--- config.mk ---
export PLATFORM = sky130hd
export DESIGN_NAME = halt_monitor
export DESIGN_NICKNAME = d
export VERILOG_FILES = /design/src/rtl/soc_pkg.sv /design/src/rtl/sat_counter.sv /design/src/rtl/halt_monitor.sv
export SDC_FILE = /design/constraint.sdc
export NUM_CORES = 1
export LEC_CHECK = 0
export ABC_AREA = 1
export BUFFER_PORTS_ARGS = -buffer_cell sky130_fd_sc_hd__buf_2
export CAP_MARGIN = 30
export CORE_MARGIN = 5
export CORE_UTILIZATION = 50
export DETAILED_ROUTE_END_ITERATION = 8
export GPL_TIMING_DRIVEN = 0
export HOLD_SLACK_MARGIN = 0.05
export PLACE_DENSITY = 0.78
export REMOVE_ABC_BUFFERS = 1
export SLEW_MARGIN = 20
export SYNTH_ARGS = -nofsm -noshare
export SYNTH_HDL_FRONTEND = slang
export SYNTH_SLANG_ARGS = --single-unit
export TNS_END_PERCENT = 10
--- constraint.sdc ---
create_clock -name clk -period 1.9 [get_ports clk]
set_input_delay 0.095 -clock clk [delete_from_list [all_inputs] [get_ports clk]]
set_output_delay 0.095 -clock clk [all_outputs]
set_load 0.05 [all_outputs]
--- src/rtl/soc_pkg.sv ---
// Shared SoC definitions: halt monitor FSM encoding and RISC-V instruction
// encodings used to recognise program termination.
package soc_pkg;

  typedef enum logic [1:0] {
    IDLE    = 2'd0,
    RUN     = 2'd1,
    CONFIRM = 2'd2,
    HALTED  = 2'd3
  } halt_state_t;

  localparam logic [31:0] RV_JAL_X0_SELF = 32'h0000006F;
  localparam logic [31:0] RV_BUBBLE      = 32'h00000000;

  // Confirm counter width; covers the legal HALT_CONFIRM range 1..15.
  localparam int CONF_W = 4;

endpackage

--- src/rtl/sat_counter.sv ---
// Saturating up-counter with synchronous clear and load; clear beats load,
// load beats increment. Asynchronous active-low reset.
module sat_counter #(
  parameter int WIDTH = 32
) (
  input  logic             clk,
  input  logic             rst,
  input  logic             inc,
  input  logic             clr,
  input  logic             load,
  input  logic [WIDTH-1:0] load_val,
  output logic [WIDTH-1:0] count
);

  always_ff @(posedge clk or negedge rst) begin
    if (!rst) begin
      count <= '0;
    end else if (clr) begin
      count <= '0;
    end else if (load) begin
      count <= load_val;
    end else if (inc && (count != '1)) begin
      count <= count + WIDTH'(1);
    end
  end

endmodule

--- src/rtl/halt_monitor.sv ---
// Program-termination observer: detects a jal x0,0 self-loop in fetch with a
// decode bubble, then freezes cycle/instret/stall counters and raises halted.
// Optional stall counter enabled by defining HALT_MONITOR_STALL_CNT_EN.
module halt_monitor
  import soc_pkg::*;
#(
  parameter int          CNT_WIDTH    = 32,
  parameter int          HALT_CONFIRM = 2,
  parameter logic [31:0] HALT_INSTR   = RV_JAL_X0_SELF,
  parameter logic [31:0] BUBBLE_INSTR = RV_BUBBLE
) (
  input  logic                 clk,
  input  logic                 rst,
  input  logic                 clear,
  input  logic                 fetch_valid,
  input  logic [31:0]          fetch_instr,
  input  logic                 decode_valid,
  input  logic [31:0]          decode_instr,
  input  logic                 retire_valid,
  input  logic                 stall,
  output logic                 halted,
  output logic                 halt_pulse,
  output logic [CNT_WIDTH-1:0] cycle_count,
  output logic [CNT_WIDTH-1:0] instret_count,
  output logic [CNT_WIDTH-1:0] stall_count,
  output halt_state_t          fsm_state
);

  localparam logic [CONF_W-1:0] CONF_TGT = CONF_W'(HALT_CONFIRM);

  halt_state_t          state_next;
  logic [CONF_W-1:0]    conf, conf_next;
  logic [CNT_WIDTH-1:0] snap, snap_next, cyc_p1;
  logic                 pattern;
  logic                 cyc_inc, cyc_load, active, halt_set;

  assign pattern = fetch_valid && (fetch_instr == HALT_INSTR) &&
                   (!decode_valid || (decode_instr == BUBBLE_INSTR));

  assign cyc_p1 = (cycle_count == '1) ? cycle_count : cycle_count + CNT_WIDTH'(1);

  always_ff @(posedge clk or negedge rst) begin
    if (!rst) begin
      fsm_state  <= IDLE;
      conf       <= '0;
      snap       <= '0;
      halted     <= 1'b0;
      halt_pulse <= 1'b0;
    end else if (clear) begin
      fsm_state  <= IDLE;
      conf       <= '0;
      snap       <= '0;
      halted     <= 1'b0;
      halt_pulse <= 1'b0;
    end else begin
      fsm_state  <= state_next;
      conf       <= conf_next;
      snap       <= snap_next;
      halted     <= halted | halt_set;
      halt_pulse <= halt_set;
    end
  end

  always_comb begin
    state_next = fsm_state;
    conf_next  = conf;
    snap_next  = snap;
    cyc_inc    = 1'b0;
    cyc_load   = 1'b0;
    active     = 1'b0;
    halt_set   = 1'b0;
    case (fsm_state)
      // IDLE with a valid fetch behaves exactly like a RUN edge.
      IDLE, RUN: begin
        if (fsm_state == RUN || fetch_valid) begin
          state_next = RUN;
          cyc_inc    = 1'b1;
          active     = 1'b1;
          if (pattern) begin
            snap_next = cyc_p1;
            conf_next = CONF_W'(1);
            if (CONF_TGT == CONF_W'(1)) begin
              state_next = HALTED;
              halt_set   = 1'b1;
            end else begin
              state_next = CONFIRM;
            end
          end
        end
      end
      CONFIRM: begin
        cyc_inc = 1'b1;
        active  = 1'b1;
        if (pattern) begin
          conf_next = conf + CONF_W'(1);
          if (conf + CONF_W'(1) == CONF_TGT) begin
            state_next = HALTED;
            halt_set   = 1'b1;
            cyc_load   = 1'b1;
          end
        end else begin
          conf_next  = '0;
          state_next = RUN;
        end
      end
      default: ;
    endcase
  end

  // Entering HALTED from CONFIRM rewinds the cycle count to the first pattern cycle.
  sat_counter #(.WIDTH(CNT_WIDTH)) u_cycle (
    .clk      (clk),
    .rst      (rst),
    .inc      (cyc_inc),
    .clr      (clear),
    .load     (cyc_load),
    .load_val (snap),
    .count    (cycle_count)
  );

  sat_counter #(.WIDTH(CNT_WIDTH)) u_instret (
    .clk      (clk),
    .rst      (rst),
    .inc      (active && retire_valid),
    .clr      (clear),
    .load     (1'b0),
    .load_val ('0),
    .count    (instret_count)
  );

`ifdef HALT_MONITOR_STALL_CNT_EN
  logic stall_active;
  assign stall_active = stall && ((fsm_state == RUN) || (fsm_state == CONFIRM));

  sat_counter #(.WIDTH(CNT_WIDTH)) u_stall (
    .clk      (clk),
    .rst      (rst),
    .inc      (stall_active),
    .clr      (clear),
    .load     (1'b0),
    .load_val ('0),
    .count    (stall_count)
  );
`else
  logic unused_stall;
  assign unused_stall = stall;
  assign stall_count  = '0;
`endif

endmodule
# [After elaboration in Yosys (flattened, before gate mapping)]
# Cells that the tools add are included.
[totals] ff_bits=104 inputBits=71 output_inout_bits=100 wordCells=69
[op_classes] addsub=3 n_eq_ne=10 n_mux=28 bitwise=1 reduce_logical=20
[ops] op="32-bit 2-to-1 mux" n=10
[ops] op="32-bit by 1-bit adder with 32-bit output, second input constant" n=2
[ops] op="32-bit inequality test, second input constant" n=2
[ops] op="32-bit equality test, second input constant" n=1
[ops] op="32-bit by 7-bit equality test with 1-bit output, second input constant" n=1
[ops] op="32-bit zero test" n=1
[ops] op="4-bit 2-to-1 mux" n=4
[ops] op="2-bit 2-to-1 mux" n=5
[ops] op="3-bit AND reduction" n=3
[ops] op="4-bit one-hot mux with 2 select lines" n=1
[ops] op="2-bit nonzero test" n=4
[ops] op="1-bit 2-to-1 mux" n=6
[ops] op="3-bit inequality test, second input constant" n=2
[ops] op="3-bit nonzero test" n=2
[ops] op="1-bit logical AND" n=5
[ops] op="4-bit by 1-bit adder with 4-bit output, second input constant" n=1
[ops] op="4-bit by 2-bit equality test with 1-bit output, second input constant" n=1
[ops] op="4-bit inequality test, second input constant" n=1
[ops] op="2-bit one-hot mux with 2 select lines" n=1
[ops] op="2-bit by 1-bit equality test with 1-bit output, second input constant" n=1
[ops] op="2-bit equality test, second input constant" n=1
[ops] op="2-bit zero test" n=1
[ops] op="1-bit logical OR" n=2
[ops] op="1-bit one-hot mux with 2 select lines" n=1
[ops] op="other kinds (3)" n=3

# [Depth between registers and ports, before layout]
# Gate-level depths: netlist of the first run.
[depth] ltp_word=8 depth_mapped=13 mapped_depth_nobuf=13

# [Cells and area by module]
# Synthesis of the first run repeated with hierarchy kept, for this count alone.
[unflattened] hier_cells=1367 area_unflattened_um2=8369.3
[modules_own_cells] mod="sat_counter" instances=2 cells_each=421 area_per_inst_um2=2547.4 seq_area_each_um2=800.8
[modules_own_cells] mod="halt_monitor" instances=1 cells_each=525 area_per_inst_um2=3274.4 seq_area_each_um2=1001.0

# [Worst setup path after synthesis of the first run]
# No wires, ideal clock.
[synth_timing] kind="flip-flop to flip-flop" from="reg u_cycle.count[1]" to="reg u_cycle.count[5]" setup_time_ns=0.119 arrival_time_ns=2.000 t_required_ns=1.781 slack_ns=-0.219 stages_incl_launch_ff=12 n_path_buf=1 period_less_slack_ns=2.119 cell_sequence="dfrtp_1 -> ha_1 -> nand2_1 -> nor2_2 -> nand2_1 -> nor2_2 -> nand2_2 -> nand2_2 -> nand3_1 -> buf_2 -> nand2_1 -> nand2_1"
[synth_via] elab_chain_len=4 elab_cells_between_ends=7 cone_classes="1 x add/sub; 1 x eq/ne; 3 x mux; 2 x reduce/logical"
[synth_lines] element="start: declaration" line_no="sat_counter.sv:12" text="output logic [WIDTH-1:0] count"
[synth_lines] element="start signal: assignment" line_no="sat_counter.sv:21" text="count <= load_val;"
[synth_lines] element="start signal: assignment" line_no="sat_counter.sv:23" text="count <= count + WIDTH'(1);"
[synth_lines] element="32-bit by 1-bit adder with 32-bit output" line_no="sat_counter.sv:23"
[synth_lines] element="32-bit 2-to-1 mux" line_no="sat_counter.sv:22" text="end else if (inc && (count != '1)) begin"
[synth_lines] element="32-bit 2-to-1 mux" line_no="sat_counter.sv:20" text="end else if (load) begin"
[synth_lines] element="32-bit 2-to-1 mux" line_no="sat_counter.sv:18" text="end else if (clr) begin"
# Several ways; a longest one is shown, not always the timed one. The select of a mux whose other input is x is not followed.
# A chain may end at the register's enable or synchronous reset.

# [Worst setup path after layout of the first run]
[layout_timing] from="reg u_cycle.count[23]" to="reg u_cycle.count[14]"
[layout_via] elab_chain_len=3
[layout_lines] element="32-bit inequality test" line_no="sat_counter.sv:22"
[layout_lines] element="1-bit logical AND" line_no="sat_counter.sv:22"
[layout_lines] element="3-bit nonzero test (no source line)"
# No other way between the ends.

==> results of run 1 <==
-- cell families after synthesis --
group | share of synthesized area
AND/OR/NAND/NOR | 0.4151
multiplexers | 0.001382
buffers and inverters | 0.1214
other | 0.0005177
flip-flops | 0.3593
XOR/XNOR | 0.02885
AO/OA/AOI/OAI | 0.06651
adder cells (fa/ha/maj) | 0.006910
-- state kept, by name, summed over array words and instances (netlist names) --
| name | count |
|---|---|
| snap | 32 |
| u_cycle.count | 32 |
| u_instret.count | 32 |
| conf | 4 |
| fsm_state | 2 |
| halt_pulse | 1 |
| halted | 1 |
-- where the power goes --
| group | total [uW] | internal, uW | switching (uW) | leakage (uW) |
|---|---|---|---|---|
| Combinational | 1310 | 384 | 922 | 0.00290 |
| Clock | 1730 | 887 | 839 | 0.000126 |
| Sequential | 2360 | 2270 | 89.8 | 0.00142 |
| Total | 5390 | 3540 | 1850 | 0.00444 |
-- cells in the final DEF (no fill, tap or decap), drive strengths merged, types with 3 or more instances in the layout --
cell	instances
buf	183
nand2	318
nor2	173
conb	32
a21oi	18
ha	4
inv	103
clkinv	7
nand3	103
nor3	23
xor2	21
dfrtp	104
clkinvlp	3
nand4	71
clkbuf	11
nand3b	3
o21ai	68
-- final timing paths --
| path | startpoint | end | slack, ns | cells after the start |
|---|---|---|---|---|
| worst min register to register | snap[14] | snap[14] | 0.48 | 2 |
| worst max register to register | u_cycle.count[23] | u_cycle.count[14] | -0.15 | 11 |
| max in group asynchronous | rst | u_cycle.count[13] | 1.02 | 3 |
| worst max-delay path | u_cycle.count[23] | u_cycle.count[14] | -0.15 | 11 |
| worst min-delay path | clear | u_instret.count[0] | 0.13 | 2 |
| min in group asynchronous | rst | halted | 0.17 | 2 |
-- per-stage QoR --
| step | hold WS, ns | std cells |
|---|---|---|
| after floorplan | -0.2006 | 1045 |
| after global placement | 0.4581 | 1366 |
| after detailed placement | -0.01144 | 1370 |
| after CTS | 0.1367 | 1433 |
| after global routing | 0.1713 | 1443 |
| final | 0.1348 | 1443 |
-- metal layers --
layer,track usage,up-vias
li1,-,3826
met1,0.3635,3712
met2,0.4647,486
met3,0.06590,110
met4,0.1125,0
met5,0,-
-- what timing repair did --
action | in CTS | in global routing
pin swaps | 16 | 15
resized for setup | 50 | 57
setup endpoints to repair | 88 | 93
hold endpoints to repair | 104 | 0
hold buffers | 1 | 0
setup buffers | 32 | 9
gates cloned | 15 | 1
-- layout make-up --
cell class	instances	area (um2)
well taps	184	230.2
clock inverters	5	33.78
clock buffers	11	232.7
flip-flops and latches	104	2615
repair inverters	2	13.76
multi-input cells	847	4383
fillers	1218	5192
repair buffers	184	1246
inverters	106	421.7
==> results.txt, run 1 <==
----------------------------------------------------
[Timing]
  # setup viols final ... between 50 and 60
  Pins Over Slew Limit ... 0
  Worst setup slack after layout ... -0.1487 ns
  Rel. slew slack ... 0.4264
  Clock Skew ... between 0.008 and 0.009 ns
  Share of the cycle needed by the critical path after routing ... 1.078
  Total count of hold-check failures in the final report ... 0
  Final Critical Period ... between 2 and 2.5 ns
  RSZ-0062 raised after global routing ... true
  Actual slew at the worst max-slew pin ... 0.8604 ns
  Peak Freq ... 488.1 MHz
  Total negative slack ... -4.233 ns

[Outcome]
  Outcome ... finished with violations
  Failing checks ... setup timing

[CTS]
  Clock tree from TritonCTS ... yes
  Maximum count of clock buffers along a single path ... 2
  H-tree lvl count ... 3
  Root Driver ... sky130_fd_sc_hd__clkbuf_16
  Clock-pin slew reported for the worst setup and hold paths after clock tree synthesis ... 0.07 ns
  Clock buffers created by TritonCTS ... 9
  Clock insertion delay at the later pin of the skew report ... approximately 0.36 ns
  Sinks on the clock net ... around 100

[Floorplanning]
  Effective utilization at floorplan ... 0.5041
  Die height ... 130.4 um
  Area of the core ... about 0.014 mm2
  Die Outline Area ... 0.01699 mm2
  Horizontal die dimension ... 130.4 um
  Total number of placement rows ... 44
  Boundary Pins ... 171

[Cells and area]
  Area growth syn-to-layout ... 26.69%
  Final design utilization ... 0.6386
  Post-route cell area ... 0.009176 mm2
  Diodes inserted ... 0
  Number of nets in the finished design ... about 1300
  Layout cells sized above 1 ... 0.2383

[Critical path]
  Required time at the endpoint of the critical path ... 2.20 ns
  Cell with the largest stage delay on the worst path ... sky130_fd_sc_hd__dfrtp_1
  Largest stage delay on the critical path ... about 0.47 ns
  Critical path arrival ... 2.35 ns
  Worst setup SP type ... flop
  Count of buffer and inverter cells on the critical path ... 2
  Cell type group with the largest total delay on the critical path ... simple AND/OR/NAND/NOR gates
  Worst Path Class, Setup ... flop to flop
  Crit end category ... flop
  Crit-path max FO ... 12
  Sequence of cells on the critical path ... nand2_1 > nor2_1 > nand2_1 > nor2_2 > nand2_4 > buf_4 > nand3_1 > nand3_1 > nand2_1 > nand2_1 > inv_1
  Cell with the most instances on the worst path ... sky130_fd_sc_hd__nand2_1

[Yosys]
  Count of state elements after synthesis ... about 100
  Number of enable flip-flop cells after synthesis ... 0
  Post-Synthesis Cell Area ... around 0.0072 mm2
  Leading cell types by count after synthesis ... sky130_fd_sc_hd__nand2_1 (308), sky130_fd_sc_hd__nor2_1 (159), sky130_fd_sc_hd__dfrtp_1 (104)
  Async SR Flop Fraction ... 1.000
  Share of Yosys cell area claimed by the top area cell type ... 0.3593
  Post-synth top area cell ... sky130_fd_sc_hd__dfrtp_1
  Avg Cell Area, Syn ... roughly 6.6 um2
  Warnings, synthesis ... 0
  Synth area leaders ... sky130_fd_sc_hd__dfrtp_1 (36%), sky130_fd_sc_hd__nand2_1 (16%), sky130_fd_sc_hd__nor2_1 (8.2%)
  Number of cells produced by synthesis ... about 1100
  Primary flip-flop cell chosen by synthesis mapping ... sky130_fd_sc_hd__dfrtp_1
  Distinct cells, synth ... 39
  Most common cell in the netlist ... sky130_fd_sc_hd__nand2_1
  Sequential fraction of the synthesis area ... 0.3593

[Detailed routing]
  DRT iter0 DRCs ... 978
  Final routed wire length divided by cell count ... about 17 um
  Via count ... roughly 8100
  Via density per instance ... around 5.6
  Topmost layer with routed signal wires ... met4
  Routed metal-1 wirelength ... about 9.5 mm
  Metal2 WL ... 11.65 mm
  Routed wire length ... about 25 mm
  DRT Pass-1 Iters ... 6
  ANT nets after route ... 0
  Post-route DRC ... 0
  Wire length on met3 ... approximately 2.4 mm

[GRT]
  All-layer global routing usage ... 0.2834
  Number of global-route vias before repair ... around 7700
  Initial antenna violation count ... 0
  Pin count of the biggest net entering global routing ... 78
  Global-route wire length before repair ... between 30 and 40 mm
  Gr ovfl total ... 0

[Flow run]
  Max-cap viol count ... 0

[Power and ir drop]
  Static leakage ... around 0.0044 uW
  Final Total Pwr ... between 5000 and 6000 uW
  Power per cell area ... 587.5 mW/mm2
  Maximum resistive drop on vdd ... 0.7365 mV

[Placement]
  Detailed placement HPWL ... 14.27 mm
  Placed cell areas ... between 0.007 and 0.008 mm2
  RD Place Congestion ... 0.9165
  Port Buffer Count ... ~140
  Post-place setup slack ... -2.128 ns

[Min path]
  Classification of the worst-slack hold path ... input port to flop

----------------------------------------------------
Note: power is estimated with default switching activity, not from simulation.
==> run 2, diff against run 1 <==
Settings changed: SETUP_SLACK_MARGIN set to 0.4.
==> results.txt, run 2 (synthesis results as in run 1) <==
----------------------------------------------------
[Outcome]
  Outcome ... finished with violations
  Failing checks ... setup timing

[Power and ir drop]
  Static leakage ... 0.004538 uW (+2.1%)
  Part of the total power dissipated in combinational logic ... 0.249 (+0.007)
  Cell internal pwr ... 3563 uW (+0.66%)
  Final Total Pwr ... 5451 uW (+1.1%)
  Power per cell area ... 583.0 mW/mm2 (-0.76%)
  Sequential share of power ... 0.433 (-0.005)
  Clock network fraction of total power ... 0.318 (-0.002)
  Switching power of the nets ... 1887 uW (+2.0%)
  Sw frac ... 0.3463 (+0.002910)
  Maximum resistive drop on vdd ... 0.7315 mV (-0.67%)

[Critical path]
  Critical path arrival ... 2.32 ns (-0.03 ns)
  Required time at the endpoint of the critical path ... 2.20 ns (about the same)
  Sequence of cells on the critical path ... inv_2 > nor2_4 > inv_2 > nor2_4 > buf_6 > buf_8 > buf_4 > nand3_4 > nand4_1 > nand2_1 > inv_1
  Count of buffer and inverter cells on the critical path ... 6 (+4)
  Crit-path max FO ... 8 (-4)
  FF-to-FF setup slack ... -0.12 ns (+0.03 ns)
  Crit end category ... flop
  Cell with the largest stage delay on the worst path ... sky130_fd_sc_hd__dfrtp_1
  Largest stage delay on the critical path ... 0.45 ns (-0.02 ns)
  Worst Path Class, Setup ... flop to flop
  Worst setup SP type ... flop
  Cell type group with the largest total delay on the critical path ... simple AND/OR/NAND/NOR gates

[Min path]
  Classification of the worst-slack hold path ... input port to flop

[Timing]
  Peak Freq ... 495.5 MHz (+1.5%)
  Rel. slew slack ... 0.4052 (-0.02120)
  Actual slew at the worst max-slew pin ... 0.8922 ns (+0.03180 ns)
  Final Critical Period ... 2.018 ns (-0.03063 ns)
  Worst setup slack after layout ... -0.1181 ns (+0.03063 ns)
  Clock Skew ... 0.009376 ns (+0.0005605 ns)
  Total count of hold-check failures in the final report ... 0 (unchanged)
  Pins Over Slew Limit ... 0 (unchanged)
  RSZ-0062 raised after global routing ... true
  Share of the cycle needed by the critical path after routing ... 1.062 (-0.01612)
  # setup viols final ... 37 (-35%)

[Floorplanning]
  Boundary Pins ... 171 (unchanged)
  Die height ... 130.4 um (unchanged)
  Area of the core ... 0.01437 mm2 (unchanged)
  Die Outline Area ... 0.01699 mm2 (unchanged)
  Total number of placement rows ... 44 (unchanged)
  Effective utilization at floorplan ... 0.5041 (unchanged)
  Horizontal die dimension ... 130.4 um (unchanged)

[Flow run]
  Max-cap viol count ... 0 (unchanged)

[Placement]
  Post-Place Cells ... 1370 (unchanged)
  Detailed placement HPWL ... 14.27 mm (unchanged)
  RD Place Congestion ... 0.9165 (unchanged)
  Post-place setup slack ... -2.128 ns (unchanged)
  Port Buffer Count ... 137 (unchanged)

[GRT]
  Initial antenna violation count ... 0 (unchanged)
  Gr ovfl total ... 0 (unchanged)
  Number of global-route vias before repair ... 7663 (+0.13%)
  All-layer global routing usage ... 0.2870 (+0.003667)
  Global-route wire length before repair ... 38.66 mm (+0.68%)
  Pin count of the biggest net entering global routing ... 78 (unchanged)

[Cells and area]
  Diodes inserted ... 0 (unchanged)
  Registers with the most flip-flops ... snap x32, u_cycle.count x32, u_instret.count x32
  Number of nets in the finished design ... 1340 (+0.83%)
  Filler Cells Inserted ... 1190 (-2.3%)
  Most frequent cells in the layout ... sky130_fd_sc_hd__nand2_1 (296), sky130_fd_sc_hd__nor2_1 (141), sky130_fd_sc_hd__buf_2 (136)
  Most frequent standard cell in the layout excluding fill and tap cells ... sky130_fd_sc_hd__nand2_1
  Cell Count, Final, Fillers Out ... 1454 (+0.76%)
  Area growth syn-to-layout ... 29.07%
  Layout cells sized above 1 ... 0.2591 (+0.02077)

[CTS]
  H-tree lvl count ... 3 (unchanged)
  Sinks on the clock net ... 104 (unchanged)
  Maximum count of clock buffers along a single path ... 2 (unchanged)
  Clock buffers created by TritonCTS ... 9 (unchanged)
  Clock tree from TritonCTS ... yes
  Root Driver ... sky130_fd_sc_hd__clkbuf_16
  Clock insertion delay at the later pin of the skew report ... 0.36 ns (about the same)
  Clock-pin slew reported for the worst setup and hold paths after clock tree synthesis ... 0.07 ns (about the same)

[Detailed routing]
  Routed wire length ... 25.01 mm (+1.9%)
  Via density per instance ... 5.677 (+0.71%)
  Post-route DRC ... 0 (unchanged)
  DRT iter0 DRCs ... 1031 (+5.4%)
  DRT Pass-1 Iters ... 9 (+3)
  Via count ... 8254 (+1.5%)
  Final routed wire length divided by cell count ... 17.20 um (+1.1%)
  ANT nets after route ... 0 (unchanged)

----------------------------------------------------
==> run 2: stage by stage <==
| step | setup TNS, ns | util | hold WS, ns | area [um2] |
|---|---|---|---|---|
| CTS | 0 | 0.6255 | 0.1367 | 8987 |
| detailed placement | -69.53 | 0.5504 | -0.01144 | 7909 |
| floorplan | -53.64 | - | -0.2006 | 6879 |
| finish | -1.481 | 0.6506 | 0.1482 | 9349 |
| global placement | -223.68 | 0.5425 | 0.4581 | 7795 |
| global route | -4.741 | 0.6506 | 0.1822 | 9349 |
==> run 2: power by group through the flow <==
| stage | registers (uW) | clock network (uW) | logic, uW |
|---|---|---|---|
| after floorplan | 2560 | 0 | 527 |
| after global placement | 2400 | 0 | 1010 |
| after detailed placement | 2400 | 0 | 1040 |
| after CTS | 2350 | 1750 | 1260 |
| after global routing | 2360 | 1850 | 1460 |
| final | 2360 | 1730 | 1350 |
==> run 2: layout make-up <==
cell class,instances,area (um2),area share
multi-input combinational,847,4469,0.4781
sequential,104,2616,0.2798
timing repair buffer,196,1329,0.1421
inverter,106,429.2,0.04590
clock buffer,11,232.7,0.02489
tap,184,230.2,0.02463
clock inverter,5,33.78,0.003613
timing repair inverter,1,8.758,0.0009368
==> run 2: worst paths after layout <==
| kind | startpoint | to | cells after the start |
|---|---|---|---|
| max | fsm_state[1] | u_cycle.count[24] | 11 |
| min | clear | u_instret.count[0] | 2 |
| max reg2reg | fsm_state[1] | u_cycle.count[24] | 11 |
| min reg2reg | snap[14] | snap[14] | 2 |
| max in group asynchronous | rst | u_cycle.count[5] | 3 |
| min in group asynchronous | rst | halted | 2 |
==> run 2: timing repair <==
| action | CTS | global route |
|---|---|---|
| hold buffers | 1 | 0 |
| gates cloned | 15 | 0 |
| setup buffers | 41 | 11 |
| endpoints found under the hold margin | 104 | 0 |
| endpoints found under the setup margin | 98 | 104 |
| pin swaps | 16 | 23 |
| resized for setup | 55 | 85 |
==> run 2: per-layer routing <==
metal	share of wire	up-vias	track usage	routed length, um
li1	-	3839	-	-
met4	0.044	0	0.1168	1112
met5	0	-	0	0
met1	0.37	3788	0.3634	9329
met3	0.10	128	0.07286	2548
met2	0.48	499	0.4704	12020
